==> src/rtl/jtdd_dwnld_remap.sv <==
// ROM download remapper: relocates loader bytes to SDRAM word/lane through a small FIFO, diverts PROM bytes.
// Optional `define JTDD_DWNLD_CHECKSUM_EN adds a 16-bit running checksum output of accepted bytes.
module jtdd_dwnld_remap #(
  parameter int          FIFO_AW    = 2,
  parameter logic [24:0] PROM_START = 25'h10_4000
) (
  input  logic        clk,
  input  logic        rst,
  input  logic        downloading,
  input  logic [24:0] ioctl_addr,
  input  logic [7:0]  ioctl_data,
  input  logic        ioctl_wr,
  input  logic        sdram_ack,
  output logic [21:0] prog_addr,
  output logic [7:0]  prog_data,
  output logic [1:0]  prog_mask,
  output logic        prog_we,
  output logic        prom_we,
  output logic [7:0]  prom_addr,
  output logic [3:0]  prom_data,
  output logic        dwnld_busy,
  output logic        overflow
`ifdef JTDD_DWNLD_CHECKSUM_EN
  ,
  output logic [15:0] checksum
`endif
);

  localparam int DEPTH = 1 << FIFO_AW;
  localparam int EW    = 22 + 1 + 8;

  typedef enum logic [0:0] {ST_IDLE = 1'b0, ST_WAIT = 1'b1} state_t;

  // Handshake: prog_we rises with a fresh entry and stays high (data stable)
  // until sdram_ack is sampled; the following cycle is always idle.
  state_t state_q, state_d;

  logic [EW-1:0]    mem_q [DEPTH];
  logic [FIFO_AW:0] wr_ptr_q, rd_ptr_q;
  logic             fifo_empty, fifo_full;

  logic [21:0] dec_word;
  logic        dec_lane, dec_sd, dec_prom;
  logic        wr_sd, push, drop, pop;
  logic        dl_q, dl_rise;

  logic [21:0] prog_addr_q;
  logic [7:0]  prog_data_q;
  logic [1:0]  prog_mask_q;
  logic        prom_we_q;
  logic [7:0]  prom_addr_q;
  logic [3:0]  prom_data_q;
  logic        overflow_q;

  always_comb begin
    dec_sd   = 1'b0;
    dec_prom = 1'b0;
    dec_word = '0;
    dec_lane = 1'b0;
    if (ioctl_addr < 25'h06_0000) begin
      dec_sd   = 1'b1;
      dec_word = {1'b0, ioctl_addr[21:1]};
      dec_lane = ioctl_addr[0];
    end else if (ioctl_addr < 25'h08_0000) begin
      dec_sd   = 1'b1;
      dec_word = 22'h06_0000 + {6'd0, ioctl_addr[15:0]};
      dec_lane = ioctl_addr[16];
    end else if (ioctl_addr < 25'h10_0000) begin
      dec_sd   = 1'b1;
      dec_word = 22'h08_0000 + {4'd0, ioctl_addr[17:0]};
      dec_lane = ioctl_addr[18];
    end else if (ioctl_addr < PROM_START) begin
      dec_sd   = 1'b1;
      dec_word = 22'h0C_0000 + {9'd0, ioctl_addr[13:1]};
      dec_lane = ioctl_addr[0];
    end else if (ioctl_addr < PROM_START + 25'd256) begin
      dec_prom = 1'b1;
    end
  end

  assign fifo_empty = (wr_ptr_q == rd_ptr_q);
  assign fifo_full  = (wr_ptr_q[FIFO_AW] != rd_ptr_q[FIFO_AW]) &&
                      (wr_ptr_q[FIFO_AW-1:0] == rd_ptr_q[FIFO_AW-1:0]);

  // A pop in the same cycle frees a slot, so a push at full still succeeds.
  assign wr_sd   = ioctl_wr & dec_sd;
  assign push    = wr_sd & (~fifo_full | pop);
  assign drop    = wr_sd & fifo_full & ~pop;
  assign dl_rise = downloading & ~dl_q;

  always_comb begin
    state_d = state_q;
    pop     = 1'b0;
    case (state_q)
      ST_IDLE: begin
        if (!fifo_empty) begin
          pop     = 1'b1;
          state_d = ST_WAIT;
        end
      end
      ST_WAIT: begin
        if (sdram_ack) state_d = ST_IDLE;
      end
      default: state_d = ST_IDLE;
    endcase
  end

  always_ff @(posedge clk) begin
    if (push) mem_q[wr_ptr_q[FIFO_AW-1:0]] <= {dec_word, dec_lane, ioctl_data};
  end

  always_ff @(posedge clk) begin
    if (rst) begin
      state_q     <= ST_IDLE;
      wr_ptr_q    <= '0;
      rd_ptr_q    <= '0;
      dl_q        <= 1'b0;
      prog_addr_q <= '0;
      prog_data_q <= '0;
      prog_mask_q <= 2'b11;
      prom_we_q   <= 1'b0;
      prom_addr_q <= '0;
      prom_data_q <= '0;
      overflow_q  <= 1'b0;
    end else begin
      state_q   <= state_d;
      dl_q      <= downloading;
      prom_we_q <= ioctl_wr & dec_prom;
      if (ioctl_wr && dec_prom) begin
        prom_addr_q <= ioctl_addr[7:0];
        prom_data_q <= ioctl_data[3:0];
      end
      if (push) wr_ptr_q <= wr_ptr_q + 1'b1;
      if (pop) begin
        rd_ptr_q    <= rd_ptr_q + 1'b1;
        prog_addr_q <= mem_q[rd_ptr_q[FIFO_AW-1:0]][EW-1:9];
        prog_mask_q <= mem_q[rd_ptr_q[FIFO_AW-1:0]][8] ? 2'b01 : 2'b10;
        prog_data_q <= mem_q[rd_ptr_q[FIFO_AW-1:0]][7:0];
      end
      // A drop in the same cycle as a new download start still counts.
      if (drop)         overflow_q <= 1'b1;
      else if (dl_rise) overflow_q <= 1'b0;
    end
  end

`ifdef JTDD_DWNLD_CHECKSUM_EN
  logic [15:0] checksum_q;
  logic        accepted;
  assign accepted = push | (ioctl_wr & dec_prom);

  always_ff @(posedge clk) begin
    if (rst) begin
      checksum_q <= '0;
    end else if (dl_rise) begin
      checksum_q <= accepted ? {8'd0, ioctl_data} : 16'd0;
    end else if (downloading && accepted) begin
      checksum_q <= checksum_q + {8'd0, ioctl_data};
    end
  end
  assign checksum = checksum_q;
`endif

  assign prog_addr  = prog_addr_q;
  assign prog_data  = prog_data_q;
  assign prog_mask  = prog_mask_q;
  assign prog_we    = (state_q == ST_WAIT);
  assign prom_we    = prom_we_q;
  assign prom_addr  = prom_addr_q;
  assign prom_data  = prom_data_q;
  assign overflow   = overflow_q;
  assign dwnld_busy = downloading | ~fifo_empty | (state_q == ST_WAIT);

endmodule

==> config.mk <==
export PLATFORM = sky130hd
export DESIGN_NAME = jtdd_dwnld_remap
export DESIGN_NICKNAME = d
export VERILOG_FILES = /design/src/rtl/jtdd_dwnld_remap.sv
export SDC_FILE = /design/constraint.sdc
export NUM_CORES = 1
export LEC_CHECK = 0
export BUFFER_PORTS_ARGS = -buffer_cell sky130_fd_sc_hd__buf_2
export CAP_MARGIN = 20
export CORE_MARGIN = 2
export CORE_UTILIZATION = 51
export CTS_CLUSTER_DIAMETER = 150
export DETAILED_ROUTE_END_ITERATION = 7
export PLACE_DENSITY_LB_ADDON = 0.1
export SYNTH_ARGS = -nofsm -noshare
export SYNTH_HDL_FRONTEND = slang
export SYNTH_SLANG_ARGS = --single-unit
==> constraint.sdc <==
create_clock -name clk -period 3.9 [get_ports clk]
set_clock_uncertainty 0.1 [all_clocks]
set_input_delay 0.585 -clock clk [delete_from_list [all_inputs] [get_ports clk]]
set_output_delay 0.585 -clock clk [all_outputs]
set_load 0.005 [all_outputs]
==> impl_metrics.toml <==
[critical_path]
crit_type = "in -> reg"
r2r_slack_ps = 1400
path_cells = "buf_2, nor4_2, nand2_1, nor3_4, and2_1, buf_4"
ff2ff_path_depth = 5
timing.critical_path.buf_inv = 2
cp_num_cells = 6
crit_arrival_ps = 2510
critPathMaxFanout = 27
worst_setup_path_end_kind = "flip-flop"
cp_top_family = "simple AND/OR/NAND/NOR gates"
worst_r2r_endpoint = "prog_mask[1]"
worstPathRequired_ps = 3860
rr_startpoint = "wr_ptr_q[1]"
max_stage_delay_ps = 420
crit_slowest_cell = "nand2_1"
crit_path_start_kind = "input port"

[floorplan]
die_area_sq_um = 14400
core_sq_um = 13200
ios = 86
initial_core_util = 0.519
die_w_um = 120
dieHeight_um = 120
rows = 42

[final_layout]
nNetsFinal = 596
layout-drive-gt1-share = 0.290
layout.cells.most_common = "edfxtp_1"
antenna_cells = 0
layout_common_cells = "edfxtp_1 (120), buf_2 (84), nand2_1 (62), dfxtp_1 (54), a21oi_1 (49)"
area_growth_pct = 18.6

[synthesis]
avgSynthCellArea_sq_um = 14.8
ys_types = 43
synth-async-reset-ratio = 0
syn-cell-area_sq_um = 6850
seq_area_frac_synth = 0.687
syn_inst = 462
synth-edff-count = 120
ys.flop_type = "edfxtp_1"
yosysWarnings = 0
ys_ff_latch = 175

[drt]
drtIter0Drc = 239
wl_per_cell_um = 19.0
routed_wirelength_um = 14100
vias = 4061
first_pass_iters = 4
antenna_left = 0
viasPerCell = 5.47
drcViolationCount = 0

[sta]
rsz0062_at_grt = "false"
worst_pin_slew_ps = 740
slew_headroom = 0.507
setup_viol = 0
finalWorstSetupSlack_ps = 1350
fin_crit_sh = 0.654
setup_tns_ps = 0
period_minus_slack_ps = 2550
finalHoldViolations = 0
maxSlewViolCount = 0
fmax_ghz = 0.392

[global_routing]
grt_pass1_wl_um = 22300
antenna_found_initial = 0
gr-total-overflow = 0
grt_pass1_vias = 4122
grt_start_max_net_pins = 39
track_usage = 0.213

[place]
dp_slack_ps = 883
io_buffers = 84
gp_congestion = 0.775
hpwl_um = 9350

[clocking]
cts_tree = "built"
path_clk_slew_ps = 60
postCtsSetupRepairBufs = 0
cts-root-buf = "clkbuf_16"
cts_sinks = 175
ctsResizeCount = 0
cts_max_path_buffers = 2
clock_latency_ps = 420
htree_levels = 4
cts_inserted_buffers = 17
holdBufCountCts = 0

[hold_path]
whs_path_depth = 1
hold_path.class = "in -> reg"
hp-start = "ioctl_data[6]"
hold_path_end = "mem_q[2][6]"

[pwr]
p_per_area_nw_per_um2 = 585
p_leak_uw = 0.00271
ir_worst_vdd_mv = 0.336

[flow_run]
max_cap_viol_count = 0

[outcome]
status = "finished clean"
per-stage QoR:
step                 util  cell area [sq um]  hold WS (ps)  total power, uW  instances
floorplan               -               6860           353             2690        466
global placement    0.566               7470           339             2950        710
detailed placement  0.566               7470           347             2970        710
CTS                 0.615               8120           274             4810        742
global route        0.615               8120           279             4970        742
finish              0.615               8120           295             4750        742
how the worst max path moves through the flow:
stage	endpoint	startpoint	slack [ps]
after floorplan	wr_ptr_q[2]	ioctl_addr[18]	1020
after global placement	mem_q[2][17]	ioctl_addr[24]	980
after detailed placement	mem_q[2][16]	ioctl_addr[24]	880
after CTS	mem_q[2][26]	ioctl_addr[24]	1330
after global routing	prog_mask[1]	wr_ptr_q[1]	1150
final	mem_q[2][11]	ioctl_addr[24]	1350
routing by layer:
layer / vias up / routed length [um] / track usage
li1: 1914 / - / -
met1: 2035 / 6050 / 0.278
met2: 108 / 7260 / 0.353
met3: 4 / 676 / 0.0499
met4: 0 / 84 / 0.0757
met5: - / 0 / 0
state kept, by name, indices dropped and copies added (netlist names), named ones only:
register / cells
dl_q: 1
mem_q: 120
overflow: 1
prog_addr: 21
prog_data: 8
prog_mask: 2
prog_we: 1
prom_addr: 8
prom_data: 4
prom_we: 1
rd_ptr_q: 3
wr_ptr_q: 3
cell families (layout without fill, tap and decap cells):
family | after synthesis | count (layout) | synth area share
AO/OA/AOI/OAI | 84 | 84 | 0.0733
XOR/XNOR | 4 | 4 | 0.00512
adder cells (fa/ha/maj) | 5 | 5 | 0.00914
buffers and inverters | 34 | 134 | 0.0227
flip-flops | 175 | 175 | 0.687
multiplexers | 38 | 38 | 0.111
other | 1 | 5 | 0.000548
AND/OR/NAND/NOR | 121 | 121 | 0.0908
synth_stat cells (2+ instances only):
| cell | count | area, sq um |
|---|---|---|
| a21oi_1 | 49 | 245 |
| a22o_1 | 14 | 123 |
| and2_1 | 5 | 31.3 |
| buf_2 | 13 | 65.1 |
| buf_4 | 3 | 22.5 |
| clkbuf_1 | 12 | 45.0 |
| dfxtp_1 | 55 | 1100 |
| edfxtp_1 | 120 | 3600 |
| ha_1 | 5 | 62.6 |
| inv_1 | 6 | 22.5 |
| mux2_1 | 2 | 22.5 |
| mux2_2 | 2 | 22.5 |
| mux2i_1 | 4 | 40.0 |
| mux4_2 | 30 | 676 |
| nand2_1 | 62 | 233 |
| nand2b_1 | 4 | 25.0 |
| nand3_1 | 15 | 75.1 |
| nand3b_1 | 2 | 15.0 |
| nor2_1 | 18 | 67.6 |
| nor3_1 | 2 | 10.0 |
| nor4b_4 | 2 | 47.6 |
| o21ai_0 | 14 | 70.1 |
| xor2_1 | 3 | 26.3 |
final cells by class:
type | count | area (sq um)
Timing Repair Buffer | 96 | 510
Fill cell | 1048 | 5070
Sequential cell | 175 | 4710
Clock buffer | 19 | 433
Inverter | 6 | 22.5
Tap cell | 176 | 220
Clock inverter | 13 | 216
Multi-Input combinational cell | 257 | 2010
where the power goes:
| part | switching (uW) | internal (uW) | leakage (uW) |
|---|---|---|---|
| clock network | 654 | 1190 | 0.000312 |
| registers | 96.5 | 2090 | 0.00141 |
| logic | 388 | 331 | 0.000986 |
| total | 1140 | 3610 | 0.00271 |
No activity file was read; power rests on OpenSTA's default activity.
